[src/rtl/regfile_wb_arbiter.sv]
// rtl/regfile_wb_arbiter.sv - two-requester write-back arbiter onto the regfile write port
//
// regfile_wb_fifo: per-requester write queue.
//   clk, reset              clock, async active-high reset
//   push, pop               enqueue request (gated by ready), dequeue request (gated by nonempty)
//   in_sel/in_data/in_width entry being pushed
//   ready, nonempty         registered-count status
//   head_sel/data/width     oldest entry
//   sel_mask                one-hot OR of sel over every occupied entry
//
// regfile_wb_arbiter: top.
//   clk, reset                            clock, async active-high reset
//   a_valid/a_ready/a_sel/a_data/a_width  requester A (ALU) write-back handshake
//   b_valid/b_ready/b_sel/b_data/b_width  requester B (load/store) write-back handshake
//   wr/wrsel/din/width                    registered regfile write port
//   pending                               registers with a queued or presented write
//   grant_b                               last grant went to B

module regfile_wb_fifo #(
    parameter int DEPTH = 2,
    parameter int DW    = 64
) (
    input  logic          clk,
    input  logic          reset,
    input  logic          push,
    input  logic          pop,
    input  logic [3:0]    in_sel,
    input  logic [DW-1:0] in_data,
    input  logic [1:0]    in_width,
    output logic          ready,
    output logic          nonempty,
    output logic [3:0]    head_sel,
    output logic [DW-1:0] head_data,
    output logic [1:0]    head_width,
    output logic [15:0]   sel_mask
);
    localparam int AW = (DEPTH > 1) ? $clog2(DEPTH) : 1;
    localparam int CW = AW + 1;

    logic [3:0]    sel_mem   [DEPTH];
    logic [DW-1:0] data_mem  [DEPTH];
    logic [1:0]    width_mem [DEPTH];

    logic [AW-1:0] wptr;
    logic [AW-1:0] rptr;
    logic [CW-1:0] count;
    logic          do_push;
    logic          do_pop;
    logic [AW-1:0] offs;

    // Ready depends only on the registered count, so a full queue stays
    // not-ready even when its head is popped this same cycle.
    assign ready    = (count < CW'(DEPTH));
    assign nonempty = (count != '0);
    assign do_push  = push & ready;
    assign do_pop   = pop & nonempty;

    always_ff @(posedge clk or posedge reset) begin
        if (reset) begin
            wptr  <= '0;
            rptr  <= '0;
            count <= '0;
        end else begin
            if (do_push) begin
                wptr <= wptr + AW'(1);
            end
            if (do_pop) begin
                rptr <= rptr + AW'(1);
            end
            count <= count + CW'(do_push) - CW'(do_pop);
        end
    end

    // Storage needs no reset: entries are only observed while counted valid.
    always_ff @(posedge clk) begin
        if (do_push) begin
            sel_mem[wptr]   <= in_sel;
            data_mem[wptr]  <= in_data;
            width_mem[wptr] <= in_width;
        end
    end

    assign head_sel   = sel_mem[rptr];
    assign head_data  = data_mem[rptr];
    assign head_width = width_mem[rptr];

    // An entry is live when its distance from the read pointer (mod DEPTH,
    // which the pointer width provides for free) is below the count.
    always_comb begin
        sel_mask = '0;
        offs     = '0;
        for (int i = 0; i < DEPTH; i++) begin
            offs = AW'(i) - rptr;
            if ({1'b0, offs} < count) begin
                sel_mask[sel_mem[i]] = 1'b1;
            end
        end
    end
endmodule

module regfile_wb_arbiter #(
    parameter int DEPTH = 2,
    parameter int DW    = 64
) (
    input  logic          clk,
    input  logic          reset,
    input  logic          a_valid,
    output logic          a_ready,
    input  logic [3:0]    a_sel,
    input  logic [DW-1:0] a_data,
    input  logic [1:0]    a_width,
    input  logic          b_valid,
    output logic          b_ready,
    input  logic [3:0]    b_sel,
    input  logic [DW-1:0] b_data,
    input  logic [1:0]    b_width,
    output logic          wr,
    output logic [3:0]    wrsel,
    output logic [DW-1:0] din,
    output logic [1:0]    width,
    output logic [15:0]   pending,
    output logic          grant_b
);
    logic          a_ne;
    logic          b_ne;
    logic [3:0]    a_hsel;
    logic [3:0]    b_hsel;
    logic [DW-1:0] a_hdata;
    logic [DW-1:0] b_hdata;
    logic [1:0]    a_hwidth;
    logic [1:0]    b_hwidth;
    logic [15:0]   a_mask;
    logic [15:0]   b_mask;
    logic          pick_a;
    logic          pick_b;

    regfile_wb_fifo #(.DEPTH(DEPTH), .DW(DW)) u_fifo_a (
        .clk        (clk),
        .reset      (reset),
        .push       (a_valid),
        .pop        (pick_a),
        .in_sel     (a_sel),
        .in_data    (a_data),
        .in_width   (a_width),
        .ready      (a_ready),
        .nonempty   (a_ne),
        .head_sel   (a_hsel),
        .head_data  (a_hdata),
        .head_width (a_hwidth),
        .sel_mask   (a_mask)
    );

    regfile_wb_fifo #(.DEPTH(DEPTH), .DW(DW)) u_fifo_b (
        .clk        (clk),
        .reset      (reset),
        .push       (b_valid),
        .pop        (pick_b),
        .in_sel     (b_sel),
        .in_data    (b_data),
        .in_width   (b_width),
        .ready      (b_ready),
        .nonempty   (b_ne),
        .head_sel   (b_hsel),
        .head_data  (b_hdata),
        .head_width (b_hwidth),
        .sel_mask   (b_mask)
    );

    // Round robin on pre-push FIFO state: on contention the requester that
    // did not win last time goes first.
    always_comb begin
        pick_a = a_ne & (~b_ne | grant_b);
        pick_b = b_ne & (~a_ne | ~grant_b);
    end

    always_ff @(posedge clk or posedge reset) begin
        if (reset) begin
            wr      <= 1'b0;
            wrsel   <= '0;
            din     <= '0;
            width   <= '0;
            grant_b <= 1'b0;
        end else begin
            wr <= pick_a | pick_b;
            if (pick_a) begin
                wrsel   <= a_hsel;
                din     <= a_hdata;
                width   <= a_hwidth;
                grant_b <= 1'b0;
            end else if (pick_b) begin
                wrsel   <= b_hsel;
                din     <= b_hdata;
                width   <= b_hwidth;
                grant_b <= 1'b1;
            end
        end
    end

    // The presented write keeps its bit set for the cycle it is on the port.
    assign pending = a_mask | b_mask | (wr ? (16'd1 << wrsel) : 16'd0);
endmodule

[config.mk]
export PLATFORM = sky130hd
export DESIGN_NAME = regfile_wb_arbiter
export DESIGN_NICKNAME = d
export VERILOG_FILES = /design/src/rtl/regfile_wb_arbiter.sv
export SDC_FILE = /design/constraint.sdc
export NUM_CORES = 1
export LEC_CHECK = 0
export ABC_CLOCK_PERIOD_IN_PS = 6350
export CAP_MARGIN = 25
export CORE_MARGIN = 3
export CORE_UTILIZATION = 50
export DETAILED_ROUTE_END_ITERATION = 7
export PLACE_DENSITY_LB_ADDON = 0.15
export SYNTH_ARGS = -nofsm -noshare
export SYNTH_HDL_FRONTEND = slang
export SYNTH_SLANG_ARGS = --single-unit
export TNS_END_PERCENT = 30
[constraint.sdc]
create_clock -name clk -period 6.35 [get_ports clk]
set_input_delay 0.635 -clock clk [delete_from_list [all_inputs] [get_ports clk]]
set_output_delay 0.635 -clock clk [all_outputs]
set_load 0.03 [all_outputs]
# Word level (Yosys, flattened, before mapping)
# Memory sizes are Yosys's and may differ from the RTL's.
# Index checks and enable logic that the tools add are counted.
# word_totals
ff_bits	80
ram_bits	280
inputBits	144
out_inout_bits	90
memories	6
# classes
n_addsub	12
n_lt_le_gt_ge	14
shifts	1
n_mux	25
bitwise_logic	16
n_reduce_logical	7
# mem_list
memory	depth	width	rd	rd_ports_with_merged_regs	wr	line_no	text
u_fifo_a.data_mem	2	64	1	0	1	41	logic [DW-1:0] data_mem [DEPTH];
u_fifo_b.data_mem	2	64	1	0	1	41	
u_fifo_a.sel_mem	2	4	3	0	1	40	logic [3:0] sel_mem [DEPTH];
u_fifo_b.sel_mem	2	4	3	0	1	40	
u_fifo_a.width_mem	2	2	1	0	1	42	logic [1:0] width_mem [DEPTH];
u_fifo_b.width_mem	2	2	1	0	1	42	
# op_table
operator	count
two-way mux 64 bit	2
two-way mux 16 bit	5
bitwise OR 16 bit	4
less-than comparator 4 x 5 -> 1 bit, second input constant	4
demux 1 bit (select 4 bit)	4
greater-or-equal comparator 4 x 1 -> 1 bit, second input constant	4
<< shifter 1 x 4 -> 16 bit, first input constant	1
two-way mux 1 bit	10
less-than comparator 1 x 2 -> 1 bit	4
two-way mux 4 bit	2
AND 1 bit	6
nonzero test 2 bit	3
adder 1 bit, second input constant	4
adder 2 x 1 -> 2 bit	2
logical AND 1 bit	4
less-than comparator 2 bit, second input constant	2
two-way mux 2 bit	2
subtractor 1 bit, first input constant	4
subtractor 2 x 1 -> 2 bit	2
NOT 1 bit	3
bitwise OR 1 bit	3

# Longest topological paths before layout
# logic_depth
ltp_word	9
ltp_mapped	9
depth_no_buf	8

# Modules after synthesis
# Synthesis repeated with hierarchy kept, for this count alone.
# hier_totals
hier_cells	1001
area_unflattened_um2	15288.4
# modules_own_cells
module	n_inst	cells_each	area_each_um2	seq_area_each_um2
regfile_wb_fifo (u_fifo_b)	1	278	5504.0	4304.1
regfile_wb_fifo (u_fifo_a)	1	278	5476.5	4304.1
regfile_wb_arbiter	1	445	4307.9	1801.7

# Worst setup path before layout
# Ideal clock, no wire load.
# synth_timing
path_type	in2reg
startpoint	input a_valid
endpoint	memory u_fifo_a.data_mem[0][0] (enable)
setup_ns	0.507
arrival_ns	4.011
required_time_ns	5.843
slack_ns	1.832
cell_stages	2
cell_sequence	nor2b_1 nor2b_1
# synth_via
elab_chain_len	3
# synth_rtl
item	line_no	text
from (decl)	107	input logic a_valid,
AND 1 bit	55	assign do_push = push & ready;
two-way mux 1 bit	76	if (do_push) begin
two-way mux 1 bit (not written as such)	78	data_mem[wptr] <= in_data;
to (decl)	41	
# No other way between the ends.

# Worst setup path after layout
# layout_timing
startpoint	register u_fifo_b.rptr
endpoint	output pending[2]
# layout_via
elab_chain_len	7
word_cells_on_any_way	9
cone_classes	add/sub (2); order compare (2); mux (2); bitwise (3)
# layout_rtl
item	line_no	text
from (decl)	45	logic [AW-1:0] rptr;
from (signal assigned)	68	rptr <= rptr + AW'(1);
subtractor 1 bit	93	offs = AW'(i) - rptr;
less-than comparator 1 x 2 -> 1 bit	94	if ({1'b0, offs} < count) begin
two-way mux 16 bit	94	
bitwise OR 16 bit (no source line)	--	
two-way mux 16 bit (*)	94	
bitwise OR 16 bit (*) (2 in a row)	200	assign pending = a_mask | b_mask | (wr ? (16'd1 << wrsel) : 16'd0);
to (decl)	121	output logic [15:0] pending,
# Mark *: on every way between the ends. The rest lies on a longest branch, timed or not.

==> metrics.md <==
| Metric | Value |
|---|---|
| Fill cells | `2060` |
| Commonest non-fill, non-tap cell in the layout | `edfxtp_1` |
| Post-Syn Area | `0.0146 mm2` |
| Outcome | `finished clean` |
| PwrDens | `521 mW/mm2` |
| Commonest non-fill, non-tap cells in the layout | `edfxtp_1 (280), clkdlybuf4s50_1 (233), nor2_1 (85)` |
| Leak | `6.72 nW` |
| Area growth syn-to-layout | `27.5%` |
| Crit path cell chain | `buf_16, nor2b_1, o21ai_1, o22ai_1, or4b_1, clkdlybuf4s50_1` |
| Row cnt | `61` |
| Root Driver | `clkbuf_16` |
| Worst Setup End Kind | `output port` |
| First-pass GRT wire length | `56500 um` |
| Fin crit period | `4.03 ns` |
| Clock buffer depth | `3` |
| I/O pins | `234` |
| Residual DRC | `0` |
| Initial Util | `51.7%` |
| Setup CP Type | `register to output port` |
| Worst-Margin Slew | `1.01 ns` |
| Met2 usage | `38.9%` |
| H-tree depth | `2` |
| Fmax | `248 MHz` |
| CP startpoint | `u_fifo_b.rptr` |
| Post-synth EDFFs | `280` |
| Placeable Area | `0.0283 mm2` |
| Critical path fanouts, max | `44` |
| Die width | `177 um` |
| Fin. Hold Viols | `0` |
| Post-synthesis sequential area ratio | `71.2%` |
| Slowest CP cell | `dfrtp_4` |
| Port-buffer cells | `233` |
| Busiest grt layer | `met2` |
| Worst vdd ir | `0.393 mV` |
| Setup crit start kind | `register` |
| Util after Layout | `65.9%` |
| Async SR Flop Fraction | `22.2%` |
| CP required | `5.71 ns` |
| Clock slew at reported path FFs | `0.06 ns` |
| Routed len/inst | `22.8 um` |
| Sink Count | `360` |
| Cts hold-fix bufs | `0` |
| Post_cts resized | `0` |
| Die Span Y | `177 um` |
| CP bufs+invs | `2` |
| Post-Synthesis Cells | `992` |
| RR Startpoint | `u_fifo_a.count[1]` |
| Met3 GRT Util | `4.44%` |
| Post-synth cell types | `48` |
| Synth Flop Type | `edfxtp_1` |
| Yosys Warn Count | `0` |
| Net Count, Synth | `1140` |
| Detailed Route WL | `37400 um` |
| Final Slew Violations | `0` |
| CTS tree | `built` |
| Hold crit path type | `primary input to asynchronous set/reset pin` |
| Routed vias | `9589` |
| Cts bufs inserted | `38` |
| DRT Pass-1 Iters | `6` |
| DRT antenna net count | `0` |
| Die footprint | `0.0313 mm2` |
| Final cycle utilization of the critical path | `63.4%` |
| CP max stage delay | `0.78 ns` |
| TNS Setup | `0 ns` |
| Post CTS Setup Buffer Count | `0` |
| Total track usage | `23.6%` |
| Largest net degree at the start of global routing | `74` |
| Layout cells sized above 1 | `12.4%` |
| Delay-heaviest family, CP | `buffers and inverters` |
| Nets | `1376` |
| Vias in the first global route | `9589` |
| Max-cap viol count | `0` |
| GP Congestion | `0.883` |
| Clock skew | `0.0209 ns` |
| Slew margin rel. | `32.9%` |
| GRT Residual Overflow | `0` |
| Arr. time, crit path | `3.39 ns` |
| Yosys reg bits | `360` |
| RSZ-0062 raised after global routing | `false` |
| Initial antenna violation count | `4` |
| DP HPWL | `23100 um` |
| Final setup violation count | `0` |
| Vias per cell | `5.86` |
| DR iter-0 viols | `933` |
| Syn avg cell area | `14.7 um2` |
| Routing usage on met1 | `32.8%` |
| Worst-skew pair later-pin latency | `0.51 ns` |
area by class of cell:
type | count | area (um2) | area share (%)
multi-input combinational | 565 | 3930 | 21.1
clock buffer | 52 | 1030 | 5.54
tap | 378 | 473 | 2.54
inverter | 12 | 47.5 | 0.255
sequential | 360 | 10400 | 55.9
timing repair buffer | 251 | 2560 | 13.8
antenna | 2 | 5.00 | 0.0268
clock inverter | 16 | 170 | 0.912
synthesized netlist by cell type, types with 2 or more instances:
cell type	n	area share (%)
nor3_1	7	0.24
clkbuf_1	21	0.54
ha_1	4	0.34
o22ai_1	15	0.64
edfxtp_1	280	57
nand2_1	12	0.31
a21o_1	2	0.10
and2_1	3	0.13
o21ai_0	57	2.0
nand3_1	3	0.10
mux2i_1	70	4.8
o32ai_1	3	0.18
nand4_1	2	0.086
a21oi_1	75	2.6
nand2b_1	7	0.30
xor2_1	4	0.24
a31oi_1	2	0.086
o22a_1	2	0.12
buf_2	26	0.89
a211o_1	4	0.24
buf_4	7	0.36
nor3b_1	2	0.10
mux2_2	68	5.2
o211ai_1	10	0.51
xnor2_1	4	0.24
a22oi_1	71	3.6
dfrtp_1	80	14
nor2b_1	11	0.47
or3_1	10	0.43
inv_1	11	0.28
o21ai_1	16	0.55
nand3b_1	3	0.15
nor2_1	85	2.2
where the power goes:
group / leakage, nW / internal, W / switching (W) / total [W]
Sequential: 3.52 / 0.00322 / 0.000420 / 0.00364
Combinational: 2.61 / 0.00156 / 0.00238 / 0.00394
Clock: 0.591 / 0.00127 / 0.000859 / 0.00212
state kept, by name (all words and copies together), names as in the netlist:
signal / count
u_fifo_b.wptr: 1
u_fifo_b.count: 2
u_fifo_a.data_mem: 128
u_fifo_a.sel_mem: 8
u_fifo_a.rptr: 1
wr: 1
u_fifo_b.width_mem: 4
wrsel: 4
din: 64
grant_b: 1
u_fifo_a.width_mem: 4
width: 2
u_fifo_a.count: 2
u_fifo_b.sel_mem: 8
u_fifo_a.wptr: 1
u_fifo_b.rptr: 1
u_fifo_b.data_mem: 128
metal layers:
| layer | vias up | share of wire, % |
|---|---|---|
| met4 | 4 | 1.6 |
| met1 | 4806 | 42 |
| met3 | 53 | 7.5 |
| li1 | 4301 | - |
| met5 | - | 0.091 |
| met2 | 425 | 49 |
per-stage QoR:
step	setup slack (ns)	cell area, um2	hold slack, ns	total power [W]	instances
2_1_floorplan	1.83	14600	0.455	0.00614	992
3_3_place_gp	2.63	17300	0.528	0.00752	1560
3_5_place_dp	2.85	17400	0.539	0.00761	1562
5_1_grt	2.18	18600	0.563	0.0102	1636
6_report	2.32	18600	0.549	0.00971	1636
4_1_cts	2.32	18600	0.551	0.00975	1630
path summary, 6_finish.rpt:
check / end / slack [ns] / cells past startpoint
max: pending[2] / 2.32 / 6
min: din[63] / 0.55 / 2
max reg2reg: u_fifo_a.count[1] / 3.72 / 8
min reg2reg: din[3] / 0.55 / 2
max in group asynchronous: din[27] / 4.71 / 3
min in group clk: din[3] / 0.55 / 2
kinds of logic (layout without fill, tap and decap cells):
group                    after synthesis  after routing  share of synthesized area, %
AO/OA/AOI/OAI                        263            263                          11.0
XOR/XNOR                               8              8                         0.479
adder cells (fa/ha/maj)                4              4                         0.342
buffers and inverters                 67            331                          2.12
flip-flops                           360            360                          71.2
multiplexers                         138            138                          10.0
other                                  0              2                             0
AND/OR/NAND/NOR                      152            152                          4.85
(Power assumes the default switching activity.)
